<file path="src/rtl/form_check_unit_if.sv">
// Sample-point bus between the destuffer/CRC stage, the CAN frame-tail form checker
// and the error-frame generator. Signal names match the block's external port names.
interface form_check_unit_if;
    logic       SP;
    logic       RX;
    logic       CRC_DONE;
    logic       ABORT;
    logic       FORM_Error;
    logic [1:0] err_field;
    logic [3:0] err_bit;
    logic       ack_seen;
    logic       busy;
    logic       frame_ok;
    logic       overload_req;

    modport master (
        output SP, RX, CRC_DONE, ABORT,
        input  FORM_Error, err_field, err_bit, ack_seen, busy, frame_ok, overload_req
    );

    modport slave (
        input  SP, RX, CRC_DONE, ABORT,
        output FORM_Error, err_field, err_bit, ack_seen, busy, frame_ok, overload_req
    );
endinterface

</file>
<file path="src/rtl/form_check_unit.sv">
// CAN frame-tail form checker: CRC delimiter, ACK slot/delimiter and EOF checks.
// Optional intermission overload check enabled by defining FORM_IFS_CHECK_EN.
module form_check_unit #(
    parameter int unsigned EOF_LEN           = 7,
    parameter int unsigned LAST_EOF_TOLERANT = 1,
    parameter int unsigned IFS_LEN           = 3
) (
    input logic              clock,
    input logic              reset,
    form_check_unit_if.slave bus
);
    localparam int unsigned CNT_W = 4;
    localparam logic [CNT_W-1:0] EOF_LAST = CNT_W'(EOF_LEN - 1);

    if (EOF_LEN < 2 || EOF_LEN > 15 || IFS_LEN < 1 || IFS_LEN > 16) begin : g_bad_params
        $error("form_check_unit: EOF_LEN must be 2..15 and IFS_LEN 1..16");
    end

    typedef enum logic [2:0] {
        IDLE         = 3'd0,
        CRC_D        = 3'd1,
        ACK_SLOT     = 3'd2,
        ACK_D        = 3'd3,
        EOF          = 3'd4,
        INTERMISSION = 3'd5
    } state_t;

    state_t           state;
    logic [CNT_W-1:0] count;
    logic             form_error;
    logic [1:0]       err_field;
    logic [3:0]       err_bit;
    logic             ack_seen;
    logic             busy;
    logic             frame_ok;
    logic             overload_req;

`ifdef FORM_IFS_CHECK_EN
    localparam logic [CNT_W-1:0] IFS_LAST = CNT_W'(IFS_LEN - 1);
`endif

    // Tail sequencer; ABORT outranks everything, CRC_DONE restarts from any state.
    always_ff @(posedge clock or negedge reset) begin
        if (!reset) begin
            state        <= IDLE;
            count        <= '0;
            form_error   <= 1'b1;
            err_field    <= 2'd0;
            err_bit      <= 4'd0;
            ack_seen     <= 1'b0;
            busy         <= 1'b0;
            frame_ok     <= 1'b0;
            overload_req <= 1'b0;
        end else begin
            frame_ok     <= 1'b0;
            overload_req <= 1'b0;
            if (bus.ABORT) begin
                state <= IDLE;
                count <= '0;
                busy  <= 1'b0;
            end else if (bus.SP) begin
                if (bus.CRC_DONE) begin
                    state      <= CRC_D;
                    busy       <= 1'b1;
                    form_error <= 1'b1;
                    err_field  <= 2'd0;
                    err_bit    <= 4'd0;
                    ack_seen   <= 1'b0;
                end else begin
                    case (state)
                        CRC_D: begin
                            if (bus.RX) begin
                                state <= ACK_SLOT;
                            end else begin
                                form_error <= 1'b0;
                                err_field  <= 2'd1;
                                state      <= IDLE;
                                busy       <= 1'b0;
                            end
                        end
                        ACK_SLOT: begin
                            ack_seen <= ~bus.RX;
                            state    <= ACK_D;
                        end
                        ACK_D: begin
                            if (bus.RX) begin
                                state <= EOF;
                                count <= '0;
                            end else begin
                                form_error <= 1'b0;
                                err_field  <= 2'd2;
                                state      <= IDLE;
                                busy       <= 1'b0;
                            end
                        end
                        EOF: begin
                            if (bus.RX) begin
                                if (count == EOF_LAST) begin
                                    frame_ok <= 1'b1;
`ifdef FORM_IFS_CHECK_EN
                                    state    <= INTERMISSION;
                                    count    <= '0;
`else
                                    state    <= IDLE;
                                    busy     <= 1'b0;
`endif
                                end else begin
                                    count <= CNT_W'(count + CNT_W'(1));
                                end
                            end else begin
                                // A dominant last EOF bit may be an overload request, not an error.
                                if (count == EOF_LAST && LAST_EOF_TOLERANT != 0) begin
                                    overload_req <= 1'b1;
                                end else begin
                                    form_error <= 1'b0;
                                    err_field  <= 2'd3;
                                    err_bit    <= count;
                                end
                                state <= IDLE;
                                busy  <= 1'b0;
                            end
                        end
`ifdef FORM_IFS_CHECK_EN
                        INTERMISSION: begin
                            if (!bus.RX) begin
                                // Dominant on the final intermission bit is a legal start of frame.
                                if (count < IFS_LAST) overload_req <= 1'b1;
                                state <= IDLE;
                                busy  <= 1'b0;
                            end else if (count == IFS_LAST) begin
                                state <= IDLE;
                                busy  <= 1'b0;
                            end else begin
                                count <= CNT_W'(count + CNT_W'(1));
                            end
                        end
`endif
                        default: begin
                            state <= IDLE;
                            busy  <= 1'b0;
                        end
                    endcase
                end
            end
        end
    end

    assign bus.FORM_Error   = form_error;
    assign bus.err_field    = err_field;
    assign bus.err_bit      = err_bit;
    assign bus.ack_seen     = ack_seen;
    assign bus.busy         = busy;
    assign bus.frame_ok     = frame_ok;
    assign bus.overload_req = overload_req;
endmodule
</file>
<file path="src/flat_wrapper.sv">
// flat-port wrapper written by rule: the top's interface ports become plain ports
module form_check_unit_flat 
#(
    parameter int unsigned EOF_LEN           = 7,
    parameter int unsigned LAST_EOF_TOLERANT = 1,
    parameter int unsigned IFS_LEN           = 3
)
  (clock, reset, bus_SP, bus_RX, bus_CRC_DONE, bus_ABORT, bus_FORM_Error, bus_err_field, bus_err_bit, bus_ack_seen, bus_busy, bus_frame_ok, bus_overload_req);
  form_check_unit_if bus_i ();
  input logic clock;
  input logic reset;
  input wire logic [$bits(bus_i.SP)-1:0] bus_SP;
  input wire logic [$bits(bus_i.RX)-1:0] bus_RX;
  input wire logic [$bits(bus_i.CRC_DONE)-1:0] bus_CRC_DONE;
  input wire logic [$bits(bus_i.ABORT)-1:0] bus_ABORT;
  output wire logic [$bits(bus_i.FORM_Error)-1:0] bus_FORM_Error;
  output wire logic [$bits(bus_i.err_field)-1:0] bus_err_field;
  output wire logic [$bits(bus_i.err_bit)-1:0] bus_err_bit;
  output wire logic [$bits(bus_i.ack_seen)-1:0] bus_ack_seen;
  output wire logic [$bits(bus_i.busy)-1:0] bus_busy;
  output wire logic [$bits(bus_i.frame_ok)-1:0] bus_frame_ok;
  output wire logic [$bits(bus_i.overload_req)-1:0] bus_overload_req;
  assign bus_i.SP = bus_SP;
  assign bus_i.RX = bus_RX;
  assign bus_i.CRC_DONE = bus_CRC_DONE;
  assign bus_i.ABORT = bus_ABORT;
  assign bus_FORM_Error = bus_i.FORM_Error;
  assign bus_err_field = bus_i.err_field;
  assign bus_err_bit = bus_i.err_bit;
  assign bus_ack_seen = bus_i.ack_seen;
  assign bus_busy = bus_i.busy;
  assign bus_frame_ok = bus_i.frame_ok;
  assign bus_overload_req = bus_i.overload_req;
  form_check_unit #(.EOF_LEN(EOF_LEN), .LAST_EOF_TOLERANT(LAST_EOF_TOLERANT), .IFS_LEN(IFS_LEN)) u_core (.clock(clock), .reset(reset), .bus(bus_i));
endmodule
</file>
<file path="config.mk">
export PLATFORM = sky130hd
export DESIGN_NAME = form_check_unit_flat
export DESIGN_NICKNAME = d
export VERILOG_FILES = /design/src/rtl/form_check_unit_if.sv /design/src/rtl/form_check_unit.sv /design/src/flat_wrapper.sv
export SDC_FILE = /design/constraint.sdc
export NUM_CORES = 1
export LEC_CHECK = 0
export CAP_MARGIN = 40
export CORE_MARGIN = 5
export CORE_UTILIZATION = 49
export CTS_CLUSTER_DIAMETER = 40
export DETAILED_ROUTE_END_ITERATION = 6
export HOLD_SLACK_MARGIN = 0.1
export PLACE_DENSITY = 0.74
export SYNTH_ARGS = -nofsm -noshare
export SYNTH_HDL_FRONTEND = slang
export SYNTH_SLANG_ARGS = --single-unit
</file>
<file path="constraint.sdc">
create_clock -name clock -period 5.1 [get_ports clock]
set_input_delay 0.51 -clock clock [delete_from_list [all_inputs] [get_ports clock]]
set_output_delay 0.51 -clock clock [all_outputs]
set_load 0.05 [all_outputs]
</file>
# == Word level (Yosys, flattened, before mapping) ==
# Cells that the tools add are included.
# word_totals
ff_bits,18
out_inout_bits,11
wordCells,94
# op_classes
add_sub_neg,1
n_eq_ne,19
n_mux,49
bitwise_logic,2
n_reduce_logical,14
# ops
cell,n
4-bit two-way mux,10
3-bit != test (second input constant),8
1-bit two-way mux,22
3-bit two-way mux,6
2-bit two-way mux,6
3-bit one-hot mux with 4 select lines,1
6-bit AND reduction,2
4-bit one-hot mux with 2 select lines,1
7-bit AND reduction,1
3-bit by 2-bit == test with 1-bit output (second input constant),2
2-bit one-hot mux with 3 select lines,1
2-bit nonzero test,3
3-bit nonzero test,2
5-bit by 4-bit != test with 1-bit output (second input constant),1
5-bit AND reduction,1
4-bit by 1-bit adder with 4-bit output (second input constant),1
4-bit by 3-bit == test with 1-bit output (second input constant),1
2-bit by 1-bit != test with 1-bit output (second input constant),2
4-bit by 2-bit != test with 1-bit output (second input constant),1
4-bit AND reduction,1
4-bit nonzero test,1
3-bit by 1-bit == test with 1-bit output (second input constant),1
3-bit == test (second input constant),1
3-bit by 2-bit != test with 1-bit output (second input constant),1
7 further kinds,8

# == Longest topological paths before layout ==
# Gate-level depths: netlist of the first run.
# logic_depth
word_depth,7
mapped_depth,6

# == Worst setup path after synthesis of the first run ==
# OpenSTA, ideal clock, no wires.
# synth_timing
path_type,register to register
startpoint,reg u_core.count[0]
endpoint,reg u_core.count[0]
setup_ps,95
arrival_time_ps,1564
required_time_ps,5005
slack_ps,3440
stages_incl_launch_ff,7
period_less_slack_ps,1660
cell_sequence,dfrtp_1 -> inv_1 -> ha_1 -> and3b_2 -> nand2b_1 -> or4_1 -> o31ai_1
# synth_between
elab_chain_len,7
# synth_rtl
item,line_no,text
"start, declared",form_check_unit.sv:29,logic [CNT_W-1:0] count;
"start signal, assigned",form_check_unit.sv:108,count <= CNT_W'(count + CNT_W'(1));
4-bit by 1-bit adder with 4-bit output,form_check_unit.sv:108,
4-bit two-way mux,form_check_unit.sv:98,if (count == EOF_LAST) begin
4-bit two-way mux,form_check_unit.sv:97,if (bus.RX) begin
4-bit one-hot mux with 2 select lines,form_check_unit.sv:70,case (state)
4-bit two-way mux,form_check_unit.sv:62,if (bus.CRC_DONE) begin
4-bit two-way mux,form_check_unit.sv:61,end else if (bus.SP) begin
4-bit two-way mux,form_check_unit.sv:57,if (bus.ABORT) begin
# Several ways; a longest one is shown, not always the timed one. The select of a mux whose other input is x is not followed.
# A chain may end at the register's enable or synchronous reset.

# == Worst setup path in the final report of the first run ==
# layout_timing
startpoint,"reg u_core.form_error, in the netlist u_core.bus.FORM_Error"
endpoint,out bus_FORM_Error
# layout_rtl
item,line_no,text
"start, declared",form_check_unit.sv:30,logic form_error;
"start signal, assigned",form_check_unit.sv:47,form_error <= 1'b1;
"start signal, assigned",form_check_unit.sv:65,form_error <= 1'b1;
"start signal, assigned",form_check_unit.sv:75,form_error <= 1'b0;
"end, declared",flat_wrapper.sv:16,output wire logic [$bits(bus_i.FORM_Error)-1:0] bus_FORM_Error;
# No word-level cell between the ends.

==> summary.txt, run 1 <==
Status
  – Status: completed

Clock tree
  – CTS Root Cell: clkbuf_4
  – Worst skew pair latency: 0.29 ns
  – Clk buf depth: 2
  – Hold_buf cts: 0
  – Num CTS Buffers: 3
  – H-Tree Depth: 1
  – Clock Pin Slew Worst Setup and Hold Paths: 0.09 ns
  – Post-CTS Resized: 0
  – TritonCTS clock tree: done
  – Sink Count: 18
  – # Post-CTS Setup Buffers: 0

Timing
  – Setup TNS: 0 ns
  – Minimum clock period: 2.13 ns
  – RSZ-0062 raised after global routing: no
  – Final worst slack: between 2 and 3 ns
  – Fmax: about 0.47 GHz
  – Slew headroom: 0.477
  – Endpoints failing setup: 0
  – Hold_ws: 0.537 ns
  – Hold Vio Cnt, Final: 0
  – Fin crit share: 0.418
  – Measured slew at the worst slew-check pin: 0.783 ns
  – Pins Over Slew Limit: 0
  – Final Skew: 0.00598 ns

Synthesis
  – Syn Std Cell Area: around 1000 um2
  – Warnings, synthesis: 0
  – Synth Instances: roughly 110
  – Syn nets: between 100 and 150
  – Distinct cells, synth: 36
  – Seq/Total Area, Yosys: 0.440
  – Seq cells post-synth: 18
  – Syn Area/Cell: between 9 and 10 um2

GRT
  – Total track usage: 0.138
  – Busiest grt layer: met2
  – Vias in the first global route: 773
  – Largest net degree at the start of global routing: 19
  – First-pass GRT wire length: 3.48 mm
  – Initial antenna violation count: 0
  – Routing usage on met3: 0.0255
  – Met1 Track Usage GR: 0.191
  – Met2 Usage GRT: 0.213
  – Gr ovfl total: 0

Critical path
  – CP Max Fanout: 2
  – Crit-path slowest cell: clkdlybuf4s50_1
  – CP Capture Type: primary output
  – R2r startpoint: u_core.count[0]$_DFFE_PN0P_
  – Crit path DAT: 1.62 ns
  – Max stage delay on crit path: 0.80 ns
  – CP cell instances: clkdlybuf4s50_1
  – Critical path class: reg2out
  – CP startpoint: u_core.bus.FORM_Error$_DFFE_PN1P_
  – Worst Setup Start Kind: flop
  – Delay-heaviest family, CP: buffers and inverters
  – Worst path required time: 4.59 ns
  – CP Buf/Inv Count: 1

Cells and area
  – Final nets: 130
  – Most common cell after layout, fill and taps aside: dfrtp_1
  – Commonest non-fill, non-tap cells in the layout: 17 x dfrtp_1, 16 x clkdlybuf4s50_1, 9 x nand2b_1, 9 x nor2_1, 8 x nand2_1
  – Area Growth Syn to Fin: 18.4%
  – Ratio of cells with drive above 1 in the final layout: 0.0744
  – Fill count: 156
  – # diodes: 0

Die
  – Num ports: 17
  – Placeable Area: 1980 um2
  – Initial Utilization: 0.518
  – Die area: 3110 um2
  – Die Width: 55.8 um
  – Die boundary height: 55.8 um
  – Rows: 16

Power and ir drop
  – Leak: 0.481 nW
  – PwrDens: a little under 300 nW/um2
  – VDD IR-drop max: about 0.00024 V

Min path
  – Hold Path Class: reg2reg
  – HP Start: u_core.bus.err_field[1]$_DFFE_PN0P_

Routing
  – DRC violations left: 0
  – Detailed Route WL: ~2.1 mm
  – 1st-pass router iterations: 4
  – WL/cell: 14.1 um
  – Initial detailed-routing violation count: 35
  – Vias: 850
  – Vias/cell: 5.74
  – DRT antenna net count: 0

Flow run
  – Max-cap violations: 0

Placed design
  – DPL Wire Length: 1.50 mm
  – IO Port Bufs: 16
  – Pre-CTS setup slack: around 2.9 ns
  – RePlAce Congestion: 0.776
-- kinds of logic (layout without fill, tap and decap cells) --
logic type	count (synthesis)	after routing	synth area share
adders and majority gates	2	2	0.0244
muxes	2	2	0.0195
DFF	18	18	0.440
and+or+nand+nor	49	49	0.285
AOI/OAI and AO/OA	25	25	0.182
buffers and inverters	10	25	0.0488
-- worst paths after layout --
check                                                            to  slack [ns]  depth (start not counted)
worst max-delay path                                 bus_FORM_Error        2.97                          1
worst min-delay path            u_core.bus.err_field[1]$_DFFE_PN0P_        0.54                          2
worst max register to register          u_core.count[0]$_DFFE_PN0P_        3.27                          6
worst min register to register  u_core.bus.err_field[1]$_DFFE_PN0P_        0.54                          2
max in group asynchronous           u_core.bus.ack_seen$_DFFE_PN0P_        3.94                          1
min in group asynchronous               u_core.bus.busy$_DFFE_PN0P_        0.66                          1
-- synthesized netlist by cell type (all sizes together) --
cell type  instances  area (um2)
dfrtp             17         425
nand2b             9        56.3
nor2               9        33.8
nand2              8        30.0
o21ai              6        30.0
a21oi              5        25.0
inv                5        18.8
nor3               5        36.3
a211oi             3        22.5
clkbuf             3        12.5
nand4b             3        26.3
nor2b              3        18.8
a32oi              2        17.5
buf                2        18.8
ha                 2        25.0
mux2i              2        20.0
nand3              2        10.0
nand3b             2        15.0
nor3b              2        15.0
o311ai             2        17.5
o31ai              2        28.8
o32ai              2        17.5
or3b               2        20.0
or4                2        15.0
a221o              1        10.0
a221oi             1        8.76
a22o               1        8.76
and2               1        6.26
and3b              1        10.0
dfstp              1        26.3
-- power breakdown --
part           switching (mW)  internal [mW]  total (mW)  leakage, nW
clock                  0.0419         0.0304      0.0723       0.0150
sequential             0.0112          0.158       0.169        0.225
combinational          0.0746         0.0394       0.114        0.241
-- registers in the layout (all words and copies together) (netlist names) --
register,cells
u_core.state,3
u_core.bus.FORM_Error,1
u_core.bus.err_field,2
u_core.bus.frame_ok,1
u_core.bus.busy,1
u_core.count,4
u_core.bus.overload_req,1
u_core.bus.ack_seen,1
u_core.bus.err_bit,4
-- stage by stage --
step | utilization | cell area (um2) | power [mW] | cells
2_1_floorplan | - | 1030 | 0.246 | 106
3_3_place_gp | 0.600 | 1190 | 0.285 | 144
3_5_place_dp | 0.600 | 1190 | 0.286 | 144
4_1_cts | 0.613 | 1210 | 0.359 | 148
5_1_grt | 0.613 | 1210 | 0.373 | 148
6_report | 0.613 | 1210 | 0.355 | 148
-- area by class of cell --
class                   count  area (um2)  area share
multi-input cells          78         524       0.432
flip-flops and latches     18         452       0.372
repair buffers             16         160       0.132
well taps                  27        33.8      0.0278
clock buffers               4        26.3      0.0216
inverters                   5        18.8      0.0154
-- per-layer routing --
metal	vias up	share of wire
li1	417	-
met1	400	0.48
met2	31	0.46
met3	2	0.054
met4	0	0.0034
met5	-	0
Power figures use the tool's default switching activity.
==> run 2, diff against run 1 <==
CORE_UTILIZATION = 46   (was 49)
PLACE_DENSITY = 0.73   (was 0.74)
clock period = 1.8 ns   (was 5.1 ns; I/O delays follow)
==> summary.txt, run 2 (same netlist as run 1, synthesis figures left out) <==
Cells and area
  – # diodes: 0 (unchanged)
  – Fin util: 0.594 (was 0.613)
  – Commonest non-fill, non-tap cells in the layout: 17 x dfrtp_1, 15 x clkdlybuf4s50_1, 10 x buf_4 (was 17 x dfrtp_1, 16 x clkdlybuf4s50_1, 9 x nand2b_1, 9 x nor2_1, 8 x nand2_1)
  – Most common cell after layout, fill and taps aside: dfrtp_1 (unchanged)
  – Ratio of cells with drive above 1 in the final layout: 0.154 (was 0.0744)
  – Final nets: 139 (was 130)
  – Largest regs: u_core.bus.err_bit (4), u_core.count (4), u_core.state (3) (unchanged)
  – Final std cells w/o fill: 158 (was 148)
  – Area Growth Syn to Fin: 25.6% (was 18.4%)
  – Fill count: 197 (was 156)

Critical path
  – CP cell instances: inv_1, ha_1, and3b_2, nand2b_4, or4_1, o31ai_1 (was clkdlybuf4s50_1)
  – CP Max Fanout: 5 (was 2)
  – CP Buf/Inv Count: 1 (unchanged)
  – Worst path required time: 2.00 ns (was 4.59 ns)
  – CP Depth: 6 (was 1)
  – Worst Setup Start Kind: flop (unchanged)
  – Max stage delay on crit path: 0.48 ns (was 0.80 ns)
  – CP Capture Type: flop (was primary output)
  – Crit-path slowest cell: or4_1 (was clkdlybuf4s50_1)
  – Delay-heaviest family, CP: simple AND/OR/NAND/NOR gates (was buffers and inverters)
  – Number of cells on the worst reg-to-reg path: 6 (unchanged)
  – Crit path DAT: 1.94 ns (was 1.62 ns)
  – Critical path class: reg2reg (was reg2out)

Power and ir drop
  – Seq pwr share: 0.467 (was 0.475)
  – Switching pwr: 375 uW (was 128 uW)
  – P_int: 652 uW (was 228 uW)
  – Clk pwr share: 0.209 (was 0.204)
  – PwrDens: 797 nW/um2 (was 292 nW/um2)
  – Leak: 0.527 nW (was 0.481 nW)
  – Total Power Consumption: 1.03 mW (was 355 uW)
  – Sw Share: 0.365 (was 0.360)
  – Logic pwr share: 0.324 (was 0.321)
  – VDD IR-drop max: 0.000575 V (was 0.000238 V)

GRT
  – Vias in the first global route: 860 (was 773)
  – Gr ovfl total: 0 (unchanged)
  – Initial antenna violation count: 0 (unchanged)
  – Total track usage: 0.160 (was 0.138)
  – Largest net degree at the start of global routing: 18 (was 19)
  – First-pass GRT wire length: 4.06 mm (was 3.48 mm)

Die
  – Die Width: 57.2 um (was 55.8 um)
  – Initial Utilization: 0.473 (was 0.518)
  – Die area: 3270 um2 (was 3110 um2)
  – Die boundary height: 57.2 um (was 55.8 um)
  – Placeable Area: 2170 um2 (was 1980 um2)
  – Num ports: 17 (unchanged)
  – Rows: 17 (was 16)

Timing
  – Setup TNS: 0 ns (unchanged)
  – Fin crit share: 0.964
  – Hold Vio Cnt, Final: 0 (unchanged)
  – Measured slew at the worst slew-check pin: 0.504 ns (was 0.783 ns)
  – Fmax: 0.577 GHz
  – Endpoints failing setup: 0 (unchanged)
  – Pins Over Slew Limit: 0 (unchanged)
  – Minimum clock period: 1.73 ns
  – Final Skew: 0.00580 ns (was 0.00598 ns)
  – Slew headroom: 0.663 (was 0.477)
  – Final worst slack: 0.0654 ns (was 2.97 ns)

Placed design
  – Post-Place Cells: 152 (was 144)
  – RePlAce Congestion: 0.767 (was 0.776)
  – DPL Wire Length: 1.70 mm (was 1.50 mm)
  – IO Port Bufs: 16 (unchanged)
  – Pre-CTS setup slack: -0.0367 ns (was 2.88 ns)

Clock tree
  – TritonCTS clock tree: done (unchanged)
  – H-Tree Depth: 1 (unchanged)
  – Num CTS Buffers: 3 (unchanged)
  – Sink Count: 18 (unchanged)
  – CTS Root Cell: clkbuf_4 (unchanged)
  – Clock Pin Slew Worst Setup and Hold Paths: 0.10 ns (was 0.09 ns)
  – Clk buf depth: 2 (unchanged)
  – Hold_buf cts: 0 (unchanged)
  – Worst skew pair latency: 0.30 ns (was 0.29 ns)

Routing
  – Vias/cell: 5.73 (was 5.74)
  – 1st-pass router iterations: 4 (unchanged)
  – WL/cell: 14.7 um (was 14.1 um)
  – DRC violations left: 0 (unchanged)
  – Initial detailed-routing violation count: 22 (was 35)
  – Detailed Route WL: 2.33 mm (was 2.08 mm)
  – DRT antenna net count: 0 (unchanged)
  – Vias: 906 (was 850)

Status
  – Status: completed (unchanged)

Flow run
  – Max-cap violations: 0 (unchanged)

Min path
  – Hold Path Class: in2async (was reg2reg)
## run 2: path summary, 6_finish.rpt
path,from,end,slack (ns)
max,u_core.count[0]$_DFFE_PN0P_,u_core.count[0]$_DFFE_PN0P_,0.07
min,reset,u_core.state[0]$_DFFE_PN0P_,0.19
max reg2reg,u_core.count[0]$_DFFE_PN0P_,u_core.count[0]$_DFFE_PN0P_,0.07
min reg2reg,u_core.bus.ack_seen$_DFFE_PN0P_,u_core.bus.ack_seen$_DFFE_PN0P_,0.54
max in group asynchronous,reset,u_core.count[0]$_DFFE_PN0P_,1.11
min in group clock,u_core.bus.ack_seen$_DFFE_PN0P_,u_core.bus.ack_seen$_DFFE_PN0P_,0.54
## run 2: layout make-up
cell class,count,area (um2),area share
Clock buffer,4,26.3,0.0204
Inverter,5,18.8,0.0146
Multi-Input combinational cell,78,532,0.413
Sequential cell,18,452,0.350
Tap cell,28,35.0,0.0272
Timing Repair Buffer,25,225,0.175
## run 2: timing repair
item / CTS / global route
resized for setup: 1 / 1
setup buffers: 1 / 1
endpoints found under the setup margin: 2 / 2
endpoints found under the hold margin: 0 / 0
## run 2: power by group through the flow
stage	Sequential (mW)	Clock (mW)	Combinational, mW
3_3_place_gp	0.484	0	0.330
4_1_cts	0.480	0.221	0.335
3_5_place_dp	0.488	0	0.335
5_1_grt	0.489	0.236	0.355
6_report	0.480	0.214	0.333
2_1_floorplan	0.619	0	0.0795
## run 2: metal layers
layer  vias to the layer above  wire length [um]  track usage
met5                         -                 0            0
met4                         0                23       0.0795
met3                         3               124       0.0317
met2                        26              1110        0.235
met1                       439              1070        0.225
li1                        438                 -            -
## run 2: metrics by stage
stage,hold slack [ns],instance area (um2)
final,0.194,1290
after CTS,0.210,1280
after global routing,0.235,1290
after detailed placement,0.509,1240
after global placement,0.490,1240
after floorplan,-0.116,1030
